==> src/rtl/mul_div_if.sv <==
// Handshake bundle for the iterative multiply/divide unit.
// master drives requests, slave returns results.
interface mul_div_if;
  logic        start;
  logic [1:0]  op;
  logic [31:0] in1;
  logic [31:0] in2;
  logic        cancel;
  logic [31:0] hi;
  logic [31:0] lo;
  logic        busy;
  logic        done;
  logic        div_zero;

  modport master (
    output start, op, in1, in2, cancel,
    input  hi, lo, busy, done, div_zero
  );

  modport slave (
    input  start, op, in1, in2, cancel,
    output hi, lo, busy, done, div_zero
  );
endinterface

==> src/rtl/mul_div_unit.sv <==
// Radix-2 shift-add multiplier / restoring divider, fixed 34-cycle latency.
// Define MULDIV_SIGNED_EN to make MUL/DIV signed; otherwise they act as MULU/DIVU.
module mul_div_unit (
  input  logic      clk,
  input  logic      rst,
  mul_div_if.slave  bus
);

  typedef enum logic [1:0] {
    IDLE,
    CALC,
    FIX,
    DONE
  } state_t;

  state_t      state;
  logic [4:0]  cnt;
  logic [63:0] acc;
  logic [31:0] b_q;
  logic [31:0] in1_q;
  logic        is_div_q;
  logic        neg_q;
  logic        neg_r;
  logic        dz_q;

  logic        signed_op;
  logic        is_div;
  logic [31:0] in1_mag;
  logic [31:0] in2_mag;

`ifdef MULDIV_SIGNED_EN
  assign signed_op = ~bus.op[0];
`else
  assign signed_op = 1'b0;
`endif

  assign is_div  = bus.op[1];
  assign in1_mag = (signed_op & bus.in1[31]) ? (32'd0 - bus.in1) : bus.in1;
  assign in2_mag = (signed_op & bus.in2[31]) ? (32'd0 - bus.in2) : bus.in2;

  logic [32:0] mul_sum;
  logic [63:0] mul_nx;
  logic [32:0] div_sh;
  logic [32:0] div_diff;
  logic [63:0] div_nx;

  assign mul_sum = {1'b0, acc[63:32]} + (acc[0] ? {1'b0, b_q} : 33'd0);
  assign mul_nx  = {mul_sum, acc[31:1]};

  // Remainder in acc[63:32], dividend/quotient shifts through acc[31:0].
  assign div_sh   = {acc[63:32], acc[31]};
  assign div_diff = div_sh - {1'b0, b_q};
  assign div_nx   = div_diff[32]
                  ? {div_sh[31:0], acc[30:0], 1'b0}
                  : {div_diff[31:0], acc[30:0], 1'b1};

  logic [31:0] q_fix;
  logic [31:0] r_fix;
  logic [63:0] p_fix;
  logic [63:0] fix_nx;

  assign q_fix = neg_q ? (32'd0 - acc[31:0]) : acc[31:0];
  assign r_fix = neg_r ? (32'd0 - acc[63:32]) : acc[63:32];
  assign p_fix = neg_q ? (64'd0 - acc) : acc;

  always_comb begin
    fix_nx = p_fix;
    unique case (1'b1)
      is_div_q & dz_q:  fix_nx = {in1_q, 32'hFFFF_FFFF};
      is_div_q & ~dz_q: fix_nx = {r_fix, q_fix};
      default:          fix_nx = p_fix;
    endcase
  end

  always_ff @(posedge clk or posedge rst) begin
    if (rst) begin
      state        <= IDLE;
      cnt          <= 5'd0;
      acc          <= 64'd0;
      b_q          <= 32'd0;
      in1_q        <= 32'd0;
      is_div_q     <= 1'b0;
      neg_q        <= 1'b0;
      neg_r        <= 1'b0;
      dz_q         <= 1'b0;
      bus.hi       <= 32'd0;
      bus.lo       <= 32'd0;
      bus.busy     <= 1'b0;
      bus.done     <= 1'b0;
      bus.div_zero <= 1'b0;
    end else begin
      bus.done <= 1'b0;
      if (bus.cancel) begin
        state    <= IDLE;
        cnt      <= 5'd0;
        bus.busy <= 1'b0;
      end else begin
        unique case (state)
          IDLE: begin
            if (bus.start) begin
              state    <= CALC;
              cnt      <= 5'd0;
              bus.busy <= 1'b1;
              in1_q    <= bus.in1;
              is_div_q <= is_div;
              neg_q    <= signed_op & (bus.in1[31] ^ bus.in2[31]);
              neg_r    <= signed_op & bus.in1[31];
              dz_q     <= is_div & (bus.in2 == 32'd0);
              acc      <= {32'd0, is_div ? in1_mag : in2_mag};
              b_q      <= is_div ? in2_mag : in1_mag;
            end
          end
          CALC: begin
            acc <= is_div_q ? div_nx : mul_nx;
            cnt <= cnt + 5'd1;
            if (cnt == 5'd31)
              state <= FIX;
          end
          FIX: begin
            acc      <= fix_nx;
            state    <= DONE;
            bus.busy <= 1'b0;
          end
          DONE: begin
            // Results only reach hi/lo here, so a late cancel leaves them intact.
            bus.hi       <= acc[63:32];
            bus.lo       <= acc[31:0];
            bus.div_zero <= dz_q;
            bus.done     <= 1'b1;
            state        <= IDLE;
          end
          default: state <= IDLE;
        endcase
      end
    end
  end

endmodule

==> src/flat_wrapper.sv <==
// flat-port wrapper written by rule: the top's interface ports become plain ports
module mul_div_unit_flat 
  (clk, rst, bus_start, bus_op, bus_in1, bus_in2, bus_cancel, bus_hi, bus_lo, bus_busy, bus_done, bus_div_zero);
  mul_div_if bus_i ();
  input  logic clk;
  input  logic rst;
  input wire logic [$bits(bus_i.start)-1:0] bus_start;
  input wire logic [$bits(bus_i.op)-1:0] bus_op;
  input wire logic [$bits(bus_i.in1)-1:0] bus_in1;
  input wire logic [$bits(bus_i.in2)-1:0] bus_in2;
  input wire logic [$bits(bus_i.cancel)-1:0] bus_cancel;
  output wire logic [$bits(bus_i.hi)-1:0] bus_hi;
  output wire logic [$bits(bus_i.lo)-1:0] bus_lo;
  output wire logic [$bits(bus_i.busy)-1:0] bus_busy;
  output wire logic [$bits(bus_i.done)-1:0] bus_done;
  output wire logic [$bits(bus_i.div_zero)-1:0] bus_div_zero;
  assign bus_i.start = bus_start;
  assign bus_i.op = bus_op;
  assign bus_i.in1 = bus_in1;
  assign bus_i.in2 = bus_in2;
  assign bus_i.cancel = bus_cancel;
  assign bus_hi = bus_i.hi;
  assign bus_lo = bus_i.lo;
  assign bus_busy = bus_i.busy;
  assign bus_done = bus_i.done;
  assign bus_div_zero = bus_i.div_zero;
  mul_div_unit u_core (.clk(clk), .rst(rst), .bus(bus_i));
endmodule
==> config.mk <==
export PLATFORM = sky130hd
export DESIGN_NAME = mul_div_unit_flat
export DESIGN_NICKNAME = d
export VERILOG_FILES = /design/src/rtl/mul_div_if.sv /design/src/rtl/mul_div_unit.sv /design/src/flat_wrapper.sv
export SDC_FILE = /design/constraint.sdc
export NUM_CORES = 1
export LEC_CHECK = 0
export BUFFER_PORTS_ARGS = -buffer_cell sky130_fd_sc_hd__buf_4
export CORE_MARGIN = 2
export CORE_UTILIZATION = 28
export CTS_CLUSTER_SIZE = 24
export DETAILED_ROUTE_END_ITERATION = 8
export PLACE_DENSITY = 0.47
export SKIP_LAST_GASP = 1
export SYNTH_ARGS = -nofsm -noshare
export SYNTH_HDL_FRONTEND = slang
export SYNTH_SLANG_ARGS = --single-unit
==> constraint.sdc <==
create_clock -name clk -period 8.5 [get_ports clk]
set_clock_uncertainty 0.2 [all_clocks]
set_input_delay 1.275 -clock clk [delete_from_list [all_inputs] [get_ports clk]]
set_output_delay 1.275 -clock clk [all_outputs]
set_load 0.005 [all_outputs]
==> impl_metrics.env, run 1 <==
export IMPL_fmax_mhz=238
export IMPL_antenna_found_initial=0
export IMPL_drtIter0Drc=760
export IMPL_dieArea_um2=51300
export IMPL_wl_per_cell_um=20.7
export IMPL_status="finished, final reports clean"
export IMPL_grt_pass1_vias=11744
export IMPL_die_h_um=226
export IMPL_syn_inst=1499
export IMPL_syn_area_per_cell_um2=9.24
export IMPL_drive_gt1_share_pct=22.9
export IMPL_cp_data_required_time_ps=8720
export IMPL_worst_slew_pin_slew_ps=1080
export IMPL_cts_resized=0
export IMPL_drtPass1Iterations=5
export IMPL_synth_seq_cells=204
export IMPL_pwr_share_seq_pct=27.3
export IMPL_synth_area_um2=13900
export IMPL_cts_buffers=25
export IMPL_drcViolationCount=0
export IMPL_combPwrFrac_pct=55.5
export IMPL_crit_type="register to register"
export IMPL_fp_coreArea_um2=48800
export IMPL_p_per_area_nw_per_um2=393
export IMPL_maxSlewHeadroom_pct=27.7
export IMPL_reg2reg_depth=12
export IMPL_hold_viol=0
export IMPL_post_place_ws_ps=4080
export IMPL_drv_slew=0
export IMPL_p_int_mw=3.50
export IMPL_yosysWarnings=0
export IMPL_worstSkewPairLatency_ps=550
export IMPL_diodes=0
export IMPL_ff_latch_area_um2=5110
export IMPL_cp_start_kind="register"
export IMPL_overflow=0
export IMPL_holdCritPathClass="register to register"
export IMPL_via_per_inst=5.15
export IMPL_synthFlopType="dfrtp_1"
export IMPL_cp_max_fo=34
export IMPL_p_leak_nw=7.63
export IMPL_synth_edf_count=0
export IMPL_hold_buffers=0
export IMPL_p_sw_mw=2.91
export IMPL_async_flop_share_pct=100
export IMPL_htreeDepth=1
export IMPL_postLayoutCellArea_um2=16300
export IMPL_synth_nets=1643
export IMPL_synth_cell_types=75
export IMPL_num_rows=81
export IMPL_vias=11707
export IMPL_nFillCells=5138
export IMPL_start_util_pct=28.4
export IMPL_tns_ps=0
export IMPL_port_buffers=135
export IMPL_die_x_um=226
export IMPL_clk_pin_slew_ps=60
export IMPL_root_buffer="clkbuf_16"
export IMPL_nNetsFinal=1735
export IMPL_rsz0062_at_grt="false"
export IMPL_multiInputGateArea_um2=8190
export IMPL_p_sw_share_pct=45.4
export IMPL_setup_slack_ps=4300
export IMPL_grt_start_max_net_pins=131
export IMPL_clkPwrFrac_pct=17.2
export IMPL_track_usage_pct=18.5
export IMPL_critPathCaptureType="register"
export IMPL_setup_violations=0
export IMPL_num_io_pins=137
export IMPL_cts_setup_buffers=0
export IMPL_layout_min_cycle_time_ps=4200
export IMPL_cts_sinks=204
export IMPL_vdd_ir_drop_max_v=0.000206
export IMPL_drv_cap=0
export IMPL_grt_pass1_wl_um=73200
export IMPL_min_delay_path_depth=2
export IMPL_cts_tree="yes"
export IMPL_ant_nets=0
export IMPL_place_congestion=0.894
export IMPL_cp_arrival_ps=4430
export IMPL_placed_area_um2=15500
export IMPL_drt_total_wl_um=47100
export IMPL_clock_path_buffers=3
export IMPL_dpl_hpwl_um=33700
export IMPL_synth_seq_area_share_pct=36.9
export IMPL_syn2layout_area_growth_pct=17.8
export IMPL_post_route_period_util_pct=49.5
## worst max-delay path, stage by stage (launching register included)
cell and delay, ps:
dfrtp_1 370, buf_4 270, and2_1 220, ha_1 350, o21ai_0 140, o21a_1 230
o31ai_1 510, a221o_1 350, nand3b_1 150, a211oi_1 570, a221oi_1 250, xnor2_1 170
a211o_1 290
## cell usage in the layout, fill, tap and decap left out, drive strengths merged, types with 11 or more instances in the layout
cell    instances
o21a           14
a221oi         18
buf           147
a211oi         13
nand4          12
inv            67
a21o           37
xor2           13
and3           28
nor3           18
mux2i          52
dfrtp         204
o21ai         163
o21bai         11
a21oi         117
clkbuf         35
mux2          150
nand2         153
and2           37
a31oi          11
ha             72
nand3          19
xnor2          26
nor2           62
## power by group through the flow
stage | logic (mW) | clock network [mW] | registers, mW
5_1_grt | 3.98 | 1.18 | 1.81
3_5_place_dp | 3.55 | 0 | 1.77
3_3_place_gp | 3.51 | 0 | 1.76
6_report | 3.56 | 1.10 | 1.75
4_1_cts | 3.57 | 1.14 | 1.75
2_1_floorplan | 2.61 | 0 | 1.59
## sequential cells by signal, indices dropped and copies added, names as in the netlist
name / count
u_core.b_q: 32
u_core.cnt: 5
u_core.bus.div_zero: 1
u_core.bus.lo: 32
u_core.bus.hi: 32
u_core.dz_q: 1
u_core.bus.busy: 1
u_core.state: 2
u_core.bus.done: 1
u_core.is_div_q: 1
u_core.acc: 64
u_core.in1_q: 32
## cells in the mapped netlist, types with 12 or more instances
cell	instances	area [µm²]
mux2i_1	52	521
mux2_2	149	1680
nor2_1	61	229
and2_1	37	231
a21o_1	37	278
a221oi_1	16	140
o21a_1	14	105
nand3_1	19	95.1
xor2_1	13	114
nand4_1	12	75.1
o21ai_0	155	776
and3_1	28	175
xnor2_1	26	228
clkbuf_1	65	244
nor3_1	18	90.1
inv_1	67	251
dfrtp_1	204	5100
a21oi_1	115	576
nand2_1	152	571
ha_1	72	901
## per-stage QoR
| stage | hold slack (ps) | utilization, % | std cells | power [mW] |
|---|---|---|---|---|
| floorplan | 263 | - | 1499 | 4.20 |
| global placement | 271 | 31.7 | 2228 | 5.26 |
| detailed placement | 279 | 31.7 | 2228 | 5.31 |
| CTS | 292 | 33.4 | 2273 | 6.46 |
| global route | 311 | 33.4 | 2273 | 6.97 |
| finish | 282 | 33.4 | 2273 | 6.42 |
## cell type report
cell class / instances / share of cell area (%)
multi-input combinational: 1146 / 50.2
clock buffer: 35 / 4.43
timing repair buffer: 147 / 6.77
sequential: 204 / 31.3
tap: 664 / 5.09
clock inverter: 10 / 0.629
inverter: 67 / 1.59
## path summary, 6_finish.rpt
path	startpoint	end	slack [ps]
max	u_core.acc[0]$_DFFE_PP0P_	u_core.acc[60]$_DFFE_PP0P_	4300
min	u_core.bus.hi[21]$_DFFE_PP0P_	u_core.bus.hi[21]$_DFFE_PP0P_	280
max reg2reg	u_core.acc[0]$_DFFE_PP0P_	u_core.acc[60]$_DFFE_PP0P_	4300
min reg2reg	u_core.bus.hi[21]$_DFFE_PP0P_	u_core.bus.hi[21]$_DFFE_PP0P_	280
max in group asynchronous	rst	u_core.is_div_q$_DFFE_PP0P_	5590
min in group asynchronous	rst	u_core.bus.lo[8]$_DFFE_PP0P_	700
## cells by family (layout without fill, tap and decap cells)
logic type	count (synthesis)	in the layout	synth area share, %
AO/OA/AOI/OAI	457	457	20.8
AND/OR/NAND/NOR	374	374	12.9
flip-flops	204	204	36.9
multiplexers	202	202	16.0
buffers and inverters	149	259	4.17
adder cells (fa/ha/maj)	74	74	6.79
XOR/XNOR	39	39	2.47
## metal layers
layer	GRT usage [%]	part of all wire, %
met1	26.6	49
met2	29.4	45
met3	2.24	4.3
met4	4.46	2.0
met5	0	0
Power figures use the tool's default switching activity.
==> run 2, diff against run 1 <==
clock period = 4.1 ns   (was 8.5 ns; I/O delays follow)
==> impl_metrics.env, run 2 (same netlist as run 1, synthesis figures left out) <==
export IMPL_status="finished, final reports clean"
export IMPL_tns_ps=0
export IMPL_nNetsFinal=1764
export IMPL_die_x_um=226
export IMPL_holdCritPathClass="input pin to async pin"
export IMPL_ff2ff_setup_slack_ps=260
export IMPL_p_leak_nw=7.79
export IMPL_vdd_ir_drop_max_v=0.000357
export IMPL_maxSlewHeadroom_pct=25.6
export IMPL_final_cell_mix="dfrtp_1, buf_4, o21ai_0, nand2_1, mux2_2"
export IMPL_drtPass1Iterations=5
export IMPL_placed_area_um2=15800
export IMPL_drv_slew=0
export IMPL_critPathCaptureType="register"
export IMPL_drive_gt1_share_pct=24.3
export IMPL_setup_slack_ps=265
export IMPL_start_util_pct=28.4
export IMPL_clock_path_buffers=3
export IMPL_track_usage_pct=18.3
export IMPL_drv_cap=0
export IMPL_root_buffer="clkbuf_16"
export IMPL_fp_coreArea_um2=48800
export IMPL_crit_path_max_incr_delay_ps=510
export IMPL_diodes=0
export IMPL_cts_buffers=25
export IMPL_num_io_pins=137
export IMPL_final_util_pct=34.0
export IMPL_rsz0062_at_grt="false"
export IMPL_worst_hold_slack_ps=112
export IMPL_postLayoutCellArea_um2=16600
export IMPL_clk_pin_slew_ps=60
export IMPL_cp_start_kind="register"
export IMPL_path_cells="buf_4, and2_1, ha_1, a21o_1, a21o_1, a2111o_1, a211oi_2, o21ai_1, buf_4, a21boi_0, nor4_1, a2111oi_2, a31oi_1"
export IMPL_post_route_period_util_pct=93.5
export IMPL_grt_pass1_vias=11876
export IMPL_cts_tree="yes"
export IMPL_final_common_cell="dfrtp_1"
export IMPL_cp_max_fo=18
export IMPL_dpl_hpwl_um=35100
export IMPL_drcViolationCount=0
export IMPL_r2r_end="u_core.acc[59]$_DFFE_PP0P_"
export IMPL_cp_arrival_ps=4020
export IMPL_largest_register="u_core.acc"
export IMPL_htreeDepth=1
export IMPL_cts_resized=0
export IMPL_port_buffers=135
export IMPL_fmax_mhz=261
export IMPL_grt_pass1_wl_um=72400
export IMPL_timing_rr_start="u_core.acc[0]$_DFFE_PP0P_"
export IMPL_grt_start_max_net_pins=100
export IMPL_cp_data_required_time_ps=4290
export IMPL_ff_latch_area_um2=5110
export IMPL_cts_setup_buffers=0
export IMPL_multiInputGateArea_um2=8180
export IMPL_crit_type="register to register"
export IMPL_hold_buffers=0
export IMPL_largest_register_ffs=64
export IMPL_post_place_ws_ps=293
export IMPL_place_congestion=0.887
export IMPL_hold_viol=0
export IMPL_power_mw=13.5
export IMPL_placed_cells=2257
export IMPL_crit_family="compound AO/OA/AOI/OAI gates"
export IMPL_critPathBufInv=2
export IMPL_reg2reg_depth=13
export IMPL_num_rows=81
export IMPL_p_per_area_nw_per_um2=813
export IMPL_worstSkewPairLatency_ps=550
export IMPL_dieArea_um2=51300
export IMPL_drt_total_wl_um=46800
export IMPL_drtIter0Drc=678
export IMPL_antenna_found_initial=1
export IMPL_nFillCells=5180
export IMPL_ant_nets=0
export IMPL_via_per_inst=5.11
export IMPL_instances_no_fill=2301
export IMPL_setup_violations=0
export IMPL_cts_sinks=204
export IMPL_wl_per_cell_um=20.3
export IMPL_worst_slew_pin_slew_ps=1120
export IMPL_vias=11752
export IMPL_layout_min_cycle_time_ps=3840
export IMPL_cpMaxStageDelayCell="dfrtp_1"
export IMPL_die_h_um=226
export IMPL_syn2layout_area_growth_pct=19.8
export IMPL_overflow=0
## run 2: cell count changes in the layout (fill, tap and decap cells not counted), sizes merged
cell,change
inv,-1
clkbuf,-3
buf,+29
clkinvlp,+3
## run 2: how the worst max path moves through the flow
stage                     slack [ps]                         end                 startpoint  depth (start not counted)
final                            260  u_core.acc[59]$_DFFE_PP0P_  u_core.acc[0]$_DFFE_PP0P_                         13
after global routing              30  u_core.acc[58]$_DFFE_PP0P_  u_core.acc[0]$_DFFE_PP0P_                         12
after floorplan                  620  u_core.acc[59]$_DFFE_PP0P_  u_core.acc[0]$_DFFE_PP0P_                         14
after detailed placement         290  u_core.acc[59]$_DFFE_PP0P_  u_core.acc[0]$_DFFE_PP0P_                         13
after global placement           320  u_core.acc[59]$_DFFE_PP0P_  u_core.acc[0]$_DFFE_PP0P_                         13
after CTS                        280  u_core.acc[59]$_DFFE_PP0P_  u_core.acc[0]$_DFFE_PP0P_                         13
## run 2: layout make-up
class	count	share of cell area, %
Timing Repair Buffer	176	8.34
Tap cell	664	5.01
Sequential cell	204	30.8
Multi-Input combinational cell	1146	49.3
Clock buffer	32	4.29
Clock inverter	12	0.732
Inverter	67	1.54
## run 2: power breakdown
group	internal, mW	leakage [nW]	switching [mW]
clock	1.35	0.409	0.938
combinational	3.26	4.75	4.27
sequential	2.82	2.63	0.842
total	7.43	7.79	6.05
## run 2: layer usage
metal / up-vias / wire length [µm] / GRT usage, %
li1: 5703 / - / -
met5: - / 16 / 0
met2: 243 / 21200 / 29.1
met3: 42 / 2110 / 2.70
met1: 5762 / 22700 / 26.1
met4: 2 / 771 / 3.78
